## src/rtl/hash_stream_bridge_pkg.sv

```systemverilog
// Shared types and elaboration helpers for the host <-> hash-core byte bridge.
package hash_bridge_pkg;

  typedef enum logic [2:0] {
    S_IDLE, S_FETCH, S_LOAD, S_PUSH, S_READOUT, S_ERR
  } state_e;

  // Index width that stays >= 1 even for single-entry ranges.
  function automatic int lg2(input int n);
    return (n > 1) ? $clog2(n) : 1;
  endfunction

  // status carries {core_addr, byte_idx}, so both must fit in one host byte.
  function automatic bit params_ok(input int byte_w, input int word_bytes, input int addr_w);
    return (addr_w + $clog2(word_bytes)) <= byte_w;
  endfunction

endpackage

```

## src/rtl/hash_stream_bridge_if.sv

```systemverilog
// Host pin handshake plus hash-core word/digest bus, seen from the bridge (master) and its peers (slave).
interface hash_stream_bridge_if #(
  parameter int BYTE_W       = 8,
  parameter int WORD_BYTES   = 4,
  parameter int DIGEST_BYTES = 32,
  parameter int ADDR_W       = 5
);
  logic [BYTE_W-1:0]              host_data;
  logic                           host_rdy;
  logic                           host_rq;
  logic                           host_done;
  logic                           host_err;
  logic [BYTE_W-1:0]              status;
  logic                           core_start;
  logic                           core_abort;
  logic [BYTE_W*WORD_BYTES-1:0]   core_data;
  logic                           core_rdy;
  logic [ADDR_W-1:0]              core_addr;
  logic                           core_rq;
  logic                           core_done;
  logic [BYTE_W*DIGEST_BYTES-1:0] core_digest;

  modport master (
    input  host_data, host_rdy, core_addr, core_rq, core_done, core_digest,
    output host_rq, host_done, host_err, status, core_start, core_abort, core_data, core_rdy
  );

  modport slave (
    output host_data, host_rdy, core_addr, core_rq, core_done, core_digest,
    input  host_rq, host_done, host_err, status, core_start, core_abort, core_data, core_rdy
  );
endinterface

```

## src/rtl/hash_stream_bridge_byte_handshake.sv

```systemverilog
// Request/ack byte engine shared by word loading and digest readout: byte index plus host-stall timer.
module byte_handshake #(
  parameter int CNT_W       = 5,
  parameter int TIMEOUT_CYC = 1024
) (
  input  logic             clk,
  input  logic             rst_n,
  input  logic             active_i,
  input  logic             clr_i,
  input  logic             rdy_i,
  input  logic [CNT_W-1:0] last_idx_i,
  output logic             rq_o,
  output logic             ack_o,
  output logic             last_o,
  output logic             tmo_o,
  output logic [CNT_W-1:0] idx_o
);
  logic             gap_q;
  logic [CNT_W-1:0] idx_q;

  // Request drops for the cycle after every ack so the host sees a fresh edge.
  assign rq_o   = active_i & ~gap_q;
  assign ack_o  = rq_o & rdy_i;
  assign last_o = ack_o & (idx_q == last_idx_i);
  assign idx_o  = idx_q;

  always_ff @(posedge clk or negedge rst_n) begin
    if (!rst_n) begin
      gap_q <= 1'b0;
      idx_q <= '0;
    end else if (clr_i) begin
      gap_q <= 1'b0;
      idx_q <= '0;
    end else begin
      gap_q <= ack_o;
      if (ack_o) idx_q <= idx_q + 1'b1;
    end
  end

  if (TIMEOUT_CYC > 0) begin : g_tmo
    localparam int TW = (TIMEOUT_CYC > 1) ? $clog2(TIMEOUT_CYC) : 1;
    logic [TW-1:0] tmo_q;

    assign tmo_o = rq_o & ~rdy_i & (tmo_q == TW'(TIMEOUT_CYC - 1));

    always_ff @(posedge clk or negedge rst_n) begin
      if (!rst_n)                        tmo_q <= '0;
      else if (clr_i || !rq_o || rdy_i) tmo_q <= '0;
      else                               tmo_q <= tmo_q + 1'b1;
    end
  end else begin : g_no_tmo
    assign tmo_o = 1'b0;
  end

endmodule

```

## src/rtl/hash_stream_bridge.sv

```systemverilog
// Byte-serial bridge: gathers host bytes into core words, then streams the latched digest back.
module hash_stream_bridge
  import hash_bridge_pkg::*;
#(
  parameter int BYTE_W       = 8,
  parameter int WORD_BYTES   = 4,
  parameter int DIGEST_BYTES = 32,
  parameter int ADDR_W       = 5,
  parameter int TIMEOUT_CYC  = 1024
) (
  input  logic clk,
  input  logic rst_n,
  input  logic start_i,
  input  logic abort_i,
  input  logic le_mode_i,
  hash_stream_bridge_if.master bus
);
  localparam int CNT_W = lg2((WORD_BYTES > DIGEST_BYTES) ? WORD_BYTES : DIGEST_BYTES);
  localparam int WBI_W = lg2(WORD_BYTES);
  localparam int DBI_W = lg2(DIGEST_BYTES);
  localparam int WB_LG = $clog2(WORD_BYTES);

  if (!params_ok(BYTE_W, WORD_BYTES, ADDR_W)) begin : g_bad_params
    $error("hash_stream_bridge: ADDR_W + clog2(WORD_BYTES) exceeds BYTE_W");
  end

  state_e state_q, state_d;
  logic   start_q, core_rq_q, le_q, err_q, start_p_q, abort_p_q;
  logic [WORD_BYTES-1:0][BYTE_W-1:0]   data_q;
  logic [DIGEST_BYTES-1:0][BYTE_W-1:0] dig_q;

  logic             hs_rq, hs_ack, hs_last, hs_tmo, hs_clr, hs_active;
  logic [CNT_W-1:0] hs_idx, hs_last_idx;
  logic             start_rise, rq_rise;
  logic [WBI_W-1:0] wsel;
  logic [DBI_W-1:0] dsel;

  assign start_rise  = start_i & ~start_q;
  assign rq_rise     = bus.core_rq & ~core_rq_q;
  assign hs_active   = (state_q == S_LOAD) || (state_q == S_READOUT);
  assign hs_last_idx = (state_q == S_LOAD) ? CNT_W'(WORD_BYTES - 1) : CNT_W'(DIGEST_BYTES - 1);
  assign hs_clr      = (state_d != state_q);

  byte_handshake #(.CNT_W(CNT_W), .TIMEOUT_CYC(TIMEOUT_CYC)) u_hs (
    .clk        (clk),
    .rst_n      (rst_n),
    .active_i   (hs_active),
    .clr_i      (hs_clr),
    .rdy_i      (bus.host_rdy),
    .last_idx_i (hs_last_idx),
    .rq_o       (hs_rq),
    .ack_o      (hs_ack),
    .last_o     (hs_last),
    .tmo_o      (hs_tmo),
    .idx_o      (hs_idx)
  );

  // Priority inside each state: core_done > last byte > timeout; abort overrides all.
  always_comb begin
    state_d = state_q;
    case (state_q)
      S_IDLE:    if (start_rise) state_d = S_FETCH;
      S_FETCH:   if (bus.core_done) state_d = S_READOUT;
                 else if (rq_rise)  state_d = S_LOAD;
      S_LOAD:    if (bus.core_done) state_d = S_READOUT;
                 else if (hs_last)  state_d = S_PUSH;
                 else if (hs_tmo)   state_d = S_ERR;
      S_PUSH:    state_d = bus.core_done ? S_READOUT : S_FETCH;
      S_READOUT: if (hs_last)       state_d = S_IDLE;
                 else if (hs_tmo)   state_d = S_ERR;
      S_ERR:     if (start_rise)    state_d = S_IDLE;
      default:   state_d = S_IDLE;
    endcase
    if (abort_i) state_d = S_IDLE;
  end

  // First host byte lands in the most significant lane.
  assign wsel = WBI_W'(WORD_BYTES - 1) - hs_idx[WBI_W-1:0];
  assign dsel = le_q ? hs_idx[DBI_W-1:0] : DBI_W'(DIGEST_BYTES - 1) - hs_idx[DBI_W-1:0];

  always_ff @(posedge clk or negedge rst_n) begin
    if (!rst_n) begin
      state_q   <= S_IDLE;
      start_q   <= 1'b0;
      core_rq_q <= 1'b0;
      le_q      <= 1'b0;
      err_q     <= 1'b0;
      start_p_q <= 1'b0;
      abort_p_q <= 1'b0;
      data_q    <= '0;
      dig_q     <= '0;
    end else begin
      state_q   <= state_d;
      start_q   <= start_i;
      core_rq_q <= bus.core_rq;
      start_p_q <= (state_q == S_IDLE) && (state_d == S_FETCH);
      abort_p_q <= (abort_i && state_q != S_IDLE) || (state_d == S_ERR && state_q != S_ERR);
      if ((state_q == S_IDLE) && (state_d == S_FETCH)) le_q <= le_mode_i;
      if (abort_i || (state_q == S_ERR && state_d == S_IDLE)) err_q <= 1'b0;
      else if (state_d == S_ERR && state_q != S_ERR)          err_q <= 1'b1;
      if (state_q == S_LOAD && hs_ack && !abort_i) data_q[wsel] <= bus.host_data;
      if (state_d == S_READOUT && state_q != S_READOUT) dig_q <= bus.core_digest;
    end
  end

  always_comb begin
    bus.status = '0;
    if (state_q == S_READOUT)   bus.status = dig_q[dsel];
    else if (state_q != S_IDLE) bus.status = (BYTE_W'(bus.core_addr) << WB_LG) | BYTE_W'(hs_idx);
  end

  assign bus.host_rq    = hs_rq;
  assign bus.host_done  = (state_q == S_READOUT);
  assign bus.host_err   = err_q;
  assign bus.core_start = start_p_q;
  assign bus.core_abort = abort_p_q;
  assign bus.core_data  = data_q;
  assign bus.core_rdy   = (state_q == S_PUSH);

endmodule

```

## src/flat_wrapper.sv

```systemverilog
// flat-port wrapper written by rule: the top's interface ports become plain ports
module hash_stream_bridge_flat import hash_bridge_pkg::*;
#(
  parameter int BYTE_W       = 8,
  parameter int WORD_BYTES   = 4,
  parameter int DIGEST_BYTES = 32,
  parameter int ADDR_W       = 5,
  parameter int TIMEOUT_CYC  = 1024
)
  (clk, rst_n, start_i, abort_i, le_mode_i, bus_host_data, bus_host_rdy, bus_core_addr, bus_core_rq, bus_core_done, bus_core_digest, bus_host_rq, bus_host_done, bus_host_err, bus_status, bus_core_start, bus_core_abort, bus_core_data, bus_core_rdy);
  hash_stream_bridge_if #(.BYTE_W(BYTE_W), .WORD_BYTES(WORD_BYTES), .DIGEST_BYTES(DIGEST_BYTES), .ADDR_W(ADDR_W)) bus_i ();
  input  logic clk;
  input  logic rst_n;
  input  logic start_i;
  input  logic abort_i;
  input  logic le_mode_i;
  input wire logic [$bits(bus_i.host_data)-1:0] bus_host_data;
  input wire logic [$bits(bus_i.host_rdy)-1:0] bus_host_rdy;
  input wire logic [$bits(bus_i.core_addr)-1:0] bus_core_addr;
  input wire logic [$bits(bus_i.core_rq)-1:0] bus_core_rq;
  input wire logic [$bits(bus_i.core_done)-1:0] bus_core_done;
  input wire logic [$bits(bus_i.core_digest)-1:0] bus_core_digest;
  output wire logic [$bits(bus_i.host_rq)-1:0] bus_host_rq;
  output wire logic [$bits(bus_i.host_done)-1:0] bus_host_done;
  output wire logic [$bits(bus_i.host_err)-1:0] bus_host_err;
  output wire logic [$bits(bus_i.status)-1:0] bus_status;
  output wire logic [$bits(bus_i.core_start)-1:0] bus_core_start;
  output wire logic [$bits(bus_i.core_abort)-1:0] bus_core_abort;
  output wire logic [$bits(bus_i.core_data)-1:0] bus_core_data;
  output wire logic [$bits(bus_i.core_rdy)-1:0] bus_core_rdy;
  assign bus_i.host_data = bus_host_data;
  assign bus_i.host_rdy = bus_host_rdy;
  assign bus_i.core_addr = bus_core_addr;
  assign bus_i.core_rq = bus_core_rq;
  assign bus_i.core_done = bus_core_done;
  assign bus_i.core_digest = bus_core_digest;
  assign bus_host_rq = bus_i.host_rq;
  assign bus_host_done = bus_i.host_done;
  assign bus_host_err = bus_i.host_err;
  assign bus_status = bus_i.status;
  assign bus_core_start = bus_i.core_start;
  assign bus_core_abort = bus_i.core_abort;
  assign bus_core_data = bus_i.core_data;
  assign bus_core_rdy = bus_i.core_rdy;
  hash_stream_bridge #(.BYTE_W(BYTE_W), .WORD_BYTES(WORD_BYTES), .DIGEST_BYTES(DIGEST_BYTES), .ADDR_W(ADDR_W), .TIMEOUT_CYC(TIMEOUT_CYC)) u_core (.clk(clk), .rst_n(rst_n), .start_i(start_i), .abort_i(abort_i), .le_mode_i(le_mode_i), .bus(bus_i));
endmodule
```

## config.mk

```make
export PLATFORM = sky130hd
export DESIGN_NAME = hash_stream_bridge_flat
export DESIGN_NICKNAME = d
export VERILOG_FILES = /design/src/rtl/hash_stream_bridge_pkg.sv /design/src/rtl/hash_stream_bridge_if.sv /design/src/rtl/hash_stream_bridge_byte_handshake.sv /design/src/rtl/hash_stream_bridge.sv /design/src/flat_wrapper.sv
export SDC_FILE = /design/constraint.sdc
export NUM_CORES = 1
export LEC_CHECK = 0
export CAP_MARGIN = 30
export CORE_UTILIZATION = 50
export DETAILED_ROUTE_END_ITERATION = 12
export PLACE_DENSITY = 0.84
export SETUP_SLACK_MARGIN = 0.02
export SLEW_MARGIN = 20
export SYNTH_ARGS = -nofsm -noshare
export SYNTH_HDL_FRONTEND = slang
export SYNTH_SLANG_ARGS = --single-unit
```

## constraint.sdc

```tcl
create_clock -name clk -period 5.05 [get_ports clk]
set_clock_uncertainty 0.2 [all_clocks]
set_input_delay 1.2625 -clock clk [delete_from_list [all_inputs] [get_ports clk]]
set_output_delay 1.2625 -clock clk [all_outputs]
set_load 0.1 [all_outputs]
```

After elaboration in Yosys (flattened, before gate mapping)
Cells that the tools add are included.
{ "word_totals": {"reg_bits": 313, "input_bits": 277, "out_inout_bits": 46, "word_cells": 124} }
{ "classes": {"add_sub_neg": 4, "order_cmp": 3, "n_eq_ne": 13, "muxes": 26, "n_bitwise": 12, "n_reduce_logical": 20} }
{ "ops": {"columns": ["operator", "n"], "rows": [
  ["8-bit binary-select mux with 5-bit select", 1],
  ["32-bit bitwise mux", 1],
  ["8-bit 2-to-1 mux", 4],
  ["3-bit 2-to-1 mux", 10],
  ["5-bit 2-to-1 mux", 4],
  ["3-bit one-hot mux with 6 select lines", 1],
  ["8-bit demux with 2-bit select", 1],
  ["3-bit equality test, second input constant", 4],
  ["10-bit by 1-bit adder with 10-bit output, second input constant", 1],
  ["10-bit equality test, second input constant", 1],
  ["10-bit 2-to-1 mux", 1],
  ["1-bit logical AND", 8],
  ["1-bit bitwise AND", 7],
  ["7-bit by 5-bit bitwise OR with 7-bit output", 1],
  ["3-bit by 1-bit equality test with 1-bit output, second input constant", 2],
  ["3-bit by 2-bit equality test with 1-bit output, second input constant", 2],
  ["3-bit logical NOT", 2],
  ["5-bit by 6-bit less-than comparator with 1-bit output, second input constant", 1],
  ["3-bit inequality test, second input constant", 2],
  ["5-bit by 1-bit adder with 5-bit output, second input constant", 1],
  ["5-bit equality test", 1],
  ["1-bit logical OR", 5],
  ["5-bit subtractor, first input constant", 1],
  ["1-bit NOT", 4],
  ["8 further kinds", 12]
]} }

Longest topological paths before layout
{ "logic_depth": {"word_depth": 14, "depth_mapped": 9, "ltp_nobuf": 7} }

Modules after synthesis
From an unflattened synthesis, not the netlist that was laid out.
{ "unflattened": {"cells_unflattened": 1236, "hier_area_um2": 16420.7} }
{ "modules_own_cells": {"columns": ["mod", "n_inst", "cells_each", "area_per_inst_um2", "seq_area_each_um2"], "rows": [
  ["hash_stream_bridge", 1, 1149, 15582.4, 7432.1],
  ["byte_handshake", 1, 87, 838.3, 400.4]
]} }

Worst setup path after synthesis
Ideal clock, no wire load.
{ "synth_timing": {"kind": "reg-to-output", "from": "register u_core.state_q[1]", "to": "output bus_status[4]", "arrival_ns": 5.144, "t_required_ns": 3.588, "slack_ns": -1.557, "stages_incl_launch_ff": 9, "path_cell_list": "dfrtp_1 -> clkbuf_1 -> nand2b_1 -> nand2b_1 -> inv_1 -> o21ai_0 -> nor2_1 -> o21ai_0 -> o41ai_1"} }
{ "synth_rtl": {"columns": ["item", "line", "rtl"], "rows": [
  ["from (decl)", "hash_stream_bridge.sv:27", "state_e state_q, state_d;"],
  ["from (signal assigned)", "hash_stream_bridge.sv:93", "state_q <= state_d;"],
  ["3-bit equality test", null, null],
  ["named net bus_host_done", "flat_wrapper.sv:24", "output wire logic [$bits(bus_i.host_done)-1:0] bus_host_done;"],
  ["8-bit 2-to-1 mux", "hash_stream_bridge.sv:108", "if (state_q == S_READOUT) bus.status = dig_q[dsel];"],
  ["to (decl)", "flat_wrapper.sv:26", "output wire logic [$bits(bus_i.status)-1:0] bus_status;"]
]} }
The timed path passes the listed nets, and every way through them passes these cells.

Worst setup path after layout
{ "layout_timing": {"from": "register u_core.le_q", "to": "output bus_status[6]"} }
{ "layout_between": {"elab_chain_len": 4} }
{ "layout_rtl": {"columns": ["item", "line", "rtl"], "rows": [
  ["from (decl)", "hash_stream_bridge.sv:28", "logic start_q, core_rq_q, le_q, err_q, start_p_q, abort_p_q;"],
  ["from (signal assigned)", "hash_stream_bridge.sv:98", "if ((state_q == S_IDLE) && (state_d == S_FETCH)) le_q <= le_mode_i;"],
  ["5-bit 2-to-1 mux", "hash_stream_bridge.sv:79", "assign dsel = le_q ? hs_idx[DBI_W-1:0] : DBI_W'(DIGEST_BYTES - 1) - hs_idx[DBI_W-1:0];"],
  ["8-bit binary-select mux with 5-bit select", "hash_stream_bridge.sv:108", null],
  ["8-bit 2-to-1 mux (not written as such)", "hash_stream_bridge.sv:108", null],
  ["8-bit 2-to-1 mux", "hash_stream_bridge.sv:108", null]
]} }
Every way passes these cells. The select of a mux whose other input is x is not followed.

==> impl_metrics.toml <==
[routing]
initialDrtViolationCount = 715
drc = 0
post_drt_via_cell_ratio = 5.63
met3RoutedLength_um = 2880
wirelength_met1_um = 16900
top_routing_layer_in_use = "met5"
route.detailed.wl_per_inst_um = 22.8
postRouteAntennaNets = 0
totalWireLength_um = 40700
vias = 10000
route.met2.wl_um = 19600
firstDrtPassIters = 5

[timing]
maxClockFrequency_ghz = 0.206
grt_setup_unrepaired = "no"
timing_worst_slew_pin_value_ns = 0.995
hold_viol_final = 0
finalCriticalPeriod_ns = 4.86
slew-limit-headroom = 0.335
fin_worst_hold_slack_ns = 0.306
setup_viol_count_final = 0
slew_violations = 0
layout_worst_path_cycle_share = 0.962

[finish]
multi_input_area_um2 = 7340
layout_commonest_cell = "sky130_fd_sc_hd__dfrtp_1"
area_growth_pct = 31.6
nets = 1643
post-route-cell-area_um2 = 20600
layout.filler_cells = 2082
area.sequential_um2 = 7830
drive_above_1_share = 0.338
final-instance-count-excl-fill = 1782
mostFrequentLayoutCells = "312 x sky130_fd_sc_hd__dfrtp_1, 311 x sky130_fd_sc_hd__clkdlybuf4s50_1, 240 x sky130_fd_sc_hd__mux2_4"

[power]
combPwrFrac = 0.151
pwr-share-clk = 0.424
static-leakage-power_nw = 10.1
p_switching_mw = 1.49
fraction_of_power_spent_switching_nets = 0.245
irDropWorstVdd_v = 0.000172
power.density_cell_area_nw_per_um2 = 294
p_seq_frac = 0.425
power.internal_mw = 4.57

[grt]
groute.usage.overall = 0.258
grt_max_degree = 110
final_global_route_overflow_total = 0
first_global_vias = 10700
antenna_violations_before_repair = 4
first_pass_grt_wire_length_um = 62000

[worst_hold_path]
whs_path_depth = 1
hold_path_class = "reg -> reg"
worst_hold_end = "u_core.bus.core_data[10]"
hold_path.startpoint = "u_core.bus.core_data[10]"

[critical_path]
regToRegSetupSlack_ns = 1.61
worst_setup_path_startpoint = "u_core.le_q"
maximum_single_stage_delay_on_the_critical_path_ns = 0.59
cp_top_family = "buffers and inverters"
cp_num_buf_inv = 3
regToRegStartpoint = "u_core.u_hs.idx_o[0]"
crit_top_cell = "sky130_fd_sc_hd__buf_4"
crit_path_top_delay_cell = "sky130_fd_sc_hd__mux4_2"
worst-setup-path-type = "reg -> out"
worstReg2RegEnd = "u_core.dig_q[176]"
critPathMaxFanout = 21
worst_setup_path_end_kind = "output port"
cp_cell_sequence = "xor2_4 > buf_4 > mux4_2 > nand2_1 > a22oi_1 > a2111oi_1 > buf_4 > o31ai_2 > buf_12"
reg2regPathDepth = 10
crit_arrival_ns = 3.39
category_of_the_worst_setup_path_launch_point = "flip-flop"
timing.critical_path.required_ns = 3.59

[die]
fp.dieH_um = 179
io-pin-count = 323
design.die.area_um2 = 32000
row_count = 64
core_um2 = 30700
die_w_um = 179
floorplan.initialDensity = 0.509

[placement]
globalplace.congestion = 0.846
postPlaceCellArea_um2 = 19400
hpwlAfterDp_um = 28900
numPlacedInstances = 1720
port_buffers = 322

[synthesis]
postSynth.topFlopCell = "sky130_fd_sc_hd__dfrtp_1"
mappedNetlistNets = 1305
syn_area_um2 = 15600
ys_async_sr_fraction = 1.00
synth.yosys.seq_area_share = 0.501
synth.ff_latch_count = 313
library_cells_used_by_synthesis = 57
ys.warnings.count = 0
syn-instance-count = 1023
synth_enable_flop_cells = 0
postSynthAreaPerCell_um2 = 15.3

[clock_network]
numCtsBuffers = 35
clkSlewWorstSetupHoldPaths_ns = 0.06
tritoncts = "built"
clock_sinks = 313
cts_root_buffer = "sky130_fd_sc_hd__clkbuf_16"
clock_insertion_delay_worst_skew_ns = 0.50
h-tree-depth = 2
ctsLongestPathBuffers = 3

[run]
max_cap_violation_count = 0

[status]
outcome = "completed"
[flip-flops by register name, summed over array words and instances (netlist names)]
register,flops
u_core.bus.core_start,1
u_core.u_hs.g_tmo.tmo_q,10
u_core.dig_q,256
u_core.core_rq_q,1
u_core.le_q,1
u_core.u_hs.idx_o,5
u_core.u_hs.gap_q,1
u_core.start_q,1
u_core.bus.core_abort,1
u_core.bus.core_data,32
u_core.bus.host_err,1
u_core.state_q,3
[logic make-up after synthesis]
family / Yosys count / synth area share
AND/OR/NAND/NOR: 147 / 0.0447
adder cells (fa/ha/maj): 5 / 0.00401
flip-flops: 313 / 0.501
AO/OA/AOI/OAI: 99 / 0.0437
buffers and inverters: 66 / 0.0342
XOR/XNOR: 20 / 0.0117
multiplexers: 373 / 0.360
[layout make-up]
type | count | area share
Multi-Input combinational cell | 644 | 0.357
Tap cell | 396 | 0.0241
Timing Repair Buffer | 361 | 0.181
Antenna cell | 3 | 0.000365
Clock inverter | 11 | 0.00773
Clock buffer | 48 | 0.0479
Inverter | 6 | 0.00110
Sequential cell | 313 | 0.381
[metal layers]
metal,vias up,track usage
li1,4455,-
met1,5074,0.342
met2,434,0.429
met3,73,0.0450
met4,2,0.0872
met5,-,0
[timing repair]
item | CTS | global route
gates resized for setup | 5 | 0
buffers inserted | 0 | 0
endpoints found under the setup margin | 5 | 0
hold buffers | 0 | 0
[synthesized netlist by cell type (4+ instances only)]
| cell | instances | area (µm²) |
|---|---|---|
| sky130_fd_sc_hd__nand2_1 | 64 | 240 |
| sky130_fd_sc_hd__mux2_2 | 51 | 574 |
| sky130_fd_sc_hd__buf_8 | 16 | 240 |
| sky130_fd_sc_hd__a21oi_1 | 23 | 115 |
| sky130_fd_sc_hd__and3_1 | 4 | 25.0 |
| sky130_fd_sc_hd__dfrtp_1 | 313 | 7830 |
| sky130_fd_sc_hd__clkbuf_1 | 11 | 41.3 |
| sky130_fd_sc_hd__o211ai_1 | 6 | 45.0 |
| sky130_fd_sc_hd__nor2b_1 | 7 | 43.8 |
| sky130_fd_sc_hd__a2111oi_0 | 7 | 61.3 |
| sky130_fd_sc_hd__xnor2_1 | 12 | 105 |
| sky130_fd_sc_hd__buf_6 | 11 | 124 |
| sky130_fd_sc_hd__ha_1 | 5 | 62.6 |
| sky130_fd_sc_hd__buf_1 | 7 | 26.3 |
| sky130_fd_sc_hd__mux2i_1 | 31 | 310 |
| sky130_fd_sc_hd__nand2b_1 | 4 | 25.0 |
| sky130_fd_sc_hd__a22oi_1 | 12 | 90.1 |
| sky130_fd_sc_hd__mux2_4 | 240 | 3600 |
| sky130_fd_sc_hd__nor4_1 | 4 | 25.0 |
| sky130_fd_sc_hd__nand3_1 | 27 | 135 |
| sky130_fd_sc_hd__o22ai_1 | 18 | 113 |
| sky130_fd_sc_hd__inv_1 | 6 | 22.5 |
| sky130_fd_sc_hd__xor2_1 | 7 | 61.3 |
| sky130_fd_sc_hd__nor2_1 | 17 | 63.8 |
| sky130_fd_sc_hd__buf_2 | 13 | 65.1 |
| sky130_fd_sc_hd__a31oi_1 | 6 | 37.5 |
| sky130_fd_sc_hd__o31ai_1 | 6 | 45.0 |
| sky130_fd_sc_hd__mux4_2 | 50 | 1130 |
| sky130_fd_sc_hd__nor3_1 | 6 | 30.0 |
| sky130_fd_sc_hd__o21ai_0 | 8 | 40.0 |
[stage by stage]
stage	util	TNS, ns	setup WS (ns)	total power [mW]
floorplan	-	-0.254	-0.254	3.03
global placement	0.632	0	0.00913	3.52
detailed placement	0.632	0	0.239	3.53
CTS	0.670	0	0.125	6.11
global route	0.670	0	0.0200	6.27
finish	0.670	0	0.193	6.05
[worst max path at each step]
stage	cells after the start	to	slack (ns)
global placement	9	bus_status[2]	0.009
detailed placement	9	bus_status[5]	0.24
floorplan	8	bus_status[4]	-0.25
finish	9	bus_status[6]	0.19
global route	9	bus_status[1]	0.02
CTS	9	bus_status[6]	0.12
[power by group through the flow]
stage | sequential, mW | clock, mW | combinational (mW)
after floorplan | 2.61 | 0 | 0.428
after global placement | 2.62 | 0 | 0.905
after detailed placement | 2.62 | 0 | 0.915
after CTS | 2.57 | 2.61 | 0.926
after global routing | 2.58 | 2.72 | 0.970
final | 2.58 | 2.56 | 0.913
[worst reg2reg max path, stage by stage, from the launching register on]
cell and delay, ns:
sky130_fd_sc_hd__dfrtp_1 0.44, sky130_fd_sc_hd__buf_4 0.28, sky130_fd_sc_hd__ha_1 0.18, sky130_fd_sc_hd__nor4bb_1 0.32
sky130_fd_sc_hd__nor2b_1 0.34, sky130_fd_sc_hd__nor4b_1 0.33, sky130_fd_sc_hd__a21oi_2 0.13, sky130_fd_sc_hd__o2111ai_4 0.13
sky130_fd_sc_hd__buf_12 0.26, sky130_fd_sc_hd__buf_12 0.32, sky130_fd_sc_hd__mux2_2 0.41
Power figures use the tool's default switching activity.
==> patch: new RTL, same flow settings <==
`DIGEST_BYTES` is set to 32 in 3 places; all go to 64.
--- a/src/rtl/hash_stream_bridge_if.sv
+++ b/src/rtl/hash_stream_bridge_if.sv
@@ -2,7 +2,7 @@
 interface hash_stream_bridge_if #(
   parameter int BYTE_W       = 8,
   parameter int WORD_BYTES   = 4,
-  parameter int DIGEST_BYTES = 32,
+  parameter int DIGEST_BYTES = 64,
   parameter int ADDR_W       = 5
 );
   logic [BYTE_W-1:0]              host_data;
--- a/src/rtl/hash_stream_bridge.sv
+++ b/src/rtl/hash_stream_bridge.sv
@@ -4,7 +4,7 @@
 #(
   parameter int BYTE_W       = 8,
   parameter int WORD_BYTES   = 4,
-  parameter int DIGEST_BYTES = 32,
+  parameter int DIGEST_BYTES = 64,
   parameter int ADDR_W       = 5,
   parameter int TIMEOUT_CYC  = 1024
 ) (
--- a/src/flat_wrapper.sv
+++ b/src/flat_wrapper.sv
@@ -3,7 +3,7 @@
 #(
   parameter int BYTE_W       = 8,
   parameter int WORD_BYTES   = 4,
-  parameter int DIGEST_BYTES = 32,
+  parameter int DIGEST_BYTES = 64,
   parameter int ADDR_W       = 5,
   parameter int TIMEOUT_CYC  = 1024
 )
Interface: changed (resized bus_core_digest); port bits go from 323 to 579. The function was not compared with the original's and may differ.
==> patch against the unedited design <==
Cell area grew 72%. Critical path type unchanged. First-iteration DRC count grew 120%. Core utilization grew 1.5 points. Register-to-register slack lost 540 ps. Hold slack lost 22 ps. Sequential cell count grew 257. Total power grew to 3.0 times the old value. Non-clock buffer count grew 302. Via count grew 110%. Largest power group unchanged. Wire length grew 110%. Setup slack lost 47 ps. Area after synthesis grew 67%. Synthesized cell count grew 120%.
==> patch: results (changes against the unedited design) <==
[routing]
routed_wl_um = 86500  ; +110%
wl_met3_um = 5910  ; +110%
highest_layer = met5
viasPerCell = 5.84  ; +3.6%
drt_iter0_markers = 1586  ; +120%
wl_met2_um = 41700  ; +110%
first_pass_iters = 7  ; +2
met1Wirelength_um = 34700  ; +110%

[status]
status = finished clean

[placed_design]
place_inst = 3390  ; +97%
place_area_um2 = 33000  ; +70%
dp_hpwl_um = 63000  ; +120%
io_buffers = 578  ; +80%
gp_congestion = 0.933  ; +10%

[yosys]
synth_common_cells = dfrtp_1 (570), mux2_1 (480), nand2_1 (446), nand3_1 (154), clkbuf_1 (74)
synthTopCellsByArea = dfrtp_1 (55%), mux2_1 (21%), nand2_1 (6.4%)
async_flop_share_pct = 100  ; unchanged
ys.flop_type = dfrtp_1
ys_warn_count = 0  ; unchanged
syn-num-nets = 2748  ; +110%
yosysSeqAreaShare_pct = 54.6  ; +4.4 points
synth_top_area_share_pct = 54.6  ; +4.4 points
syn_avg_cell_area_um2 = 11.8  ; -23%
yosysUniqueCellTypes = 49  ; -14%

[pwr]
irDropWorstVdd_v = 0.000349  ; +100%
cellLeakagePower_nw = 15.0  ; +48%

[clock_tree]
cts.clk_slew.worst_paths_ps = 60  ; about the same
htree_num_levels = 2  ; unchanged
insertion_delay_ps = 620  ; +120 ps
clockBufferDepth = 3  ; unchanged
clockRootBuffer = clkbuf_16
cts_buffers = 59  ; +69%

[cells_and_area]
largest_reg_flops = 512  ; +100%
instances_no_fill = 3526  ; +98%
drive_gt1_share_pct = 10.2  ; -24 points
num-nets-final = 3324  ; +100%
top_register = u_core.dig_q

[global_routing]
grt_max_degree = 120  ; +9.1%
grt_usage_pct = 32.3  ; +6.5 points
grt_pass1_wl_um = 129000  ; +110%
antenna_found_initial = 22  ; +18
grt_pass1_vias = 21200  ; +99%

[setup_path]
path_delay_family = buffers and inverters
worst-path-max-fanout = 44  ; +110%
slowest_stage = dfrtp_1
max_stage_delay_ps = 640  ; +50 ps
critPathArrivalTime_ps = 3440  ; +50 ps

[sta]
worst_slew_pin_slew_ps = 1000  ; +7.77 ps

[worst_hold_path]
hold_class = flip-flop to flip-flop

patch: cell types whose count changed after synthesis, sizes merged, moves of 25 or more:
cell,change
nand4,+51
clkbuf,+63
mux4,-50
nand2,+381
buf,+25
dfrtp,+257
nand3,+127
mux2,+254
a31oi,+35
a32oi,+46
patch: per-layer routing:
layer  up-vias  track usage, %
met5         -               0
met4         6            16.1
met3       208            5.41
li1       8985               -
met2       976            52.4
met1     10400            42.0
patch: area by class of cell:
| cell class | instances | area (um2) |
|---|---|---|
| diodes | 18 | 45.0 |
| clock buffers | 84 | 1700 |
| clock inverters | 19 | 245 |
| fillers | 3756 | 16200 |
| inverters | 9 | 33.8 |
| multi-input cells | 1483 | 11300 |
| flip-flops and latches | 570 | 14300 |
| well taps | 680 | 851 |
| repair buffers | 663 | 6850 |
patch: power breakdown:
part	switching, W	internal, W
clock network	0.00185	0.00258
logic	0.00325	0.00277
registers	0.00120	0.00665
total	0.00630	0.0120
patch: worst reg2reg max path: cells and delay by family (launching register included):
kind | cells | cell delay [ps]
buffers and inverters | 2 | 770
DFF | 1 | 600
AOI/OAI and AO/OA | 2 | 470
and+or+nand+nor | 3 | 1240
muxes | 2 | 580
patch: stage by stage:
step	TNS [ps]	setup WS, ps	total power [W]
detailed placement	0	335	0.0136
floorplan	0	56.9	0.0110
CTS	-93.0	-68.9	0.0182
finish	0	146	0.0183
global route	0	20.3	0.0192
global placement	0	359	0.0133
patch: timing repair:
item,CTS,global route
setup buffers,6,7
setup endpoints to repair,8,8
pin swaps,0,3
gates cloned,0,2
resized for setup,12,15
patch: worst paths after layout:
kind                                      startpoint                end  slack, ps  depth (start not counted)
worst max-delay path            u_core.u_hs.idx_o[1]      bus_status[0]        150                         10
worst min-delay path                u_core.dig_q[37]   u_core.dig_q[37]        280                          1
worst max register to register     u_core.state_q[2]  u_core.dig_q[279]       1070                          9
worst min register to register      u_core.dig_q[37]   u_core.dig_q[37]        280                          1
max in group asynchronous                      rst_n  u_core.dig_q[236]       3040                          2
min in group asynchronous                      rst_n  u_core.dig_q[117]        590                          1
patch: cell families after synthesis:
kind of cell               share of synthesized area (%)
adders and majority gates                          0.239
muxes                                               25.6
xor gates and xnor gates                           0.771
AOI/OAI and AO/OA                                   3.74
and+or+nand+nor                                     12.2
buffers and inverters                               2.92
DFF                                                 54.6
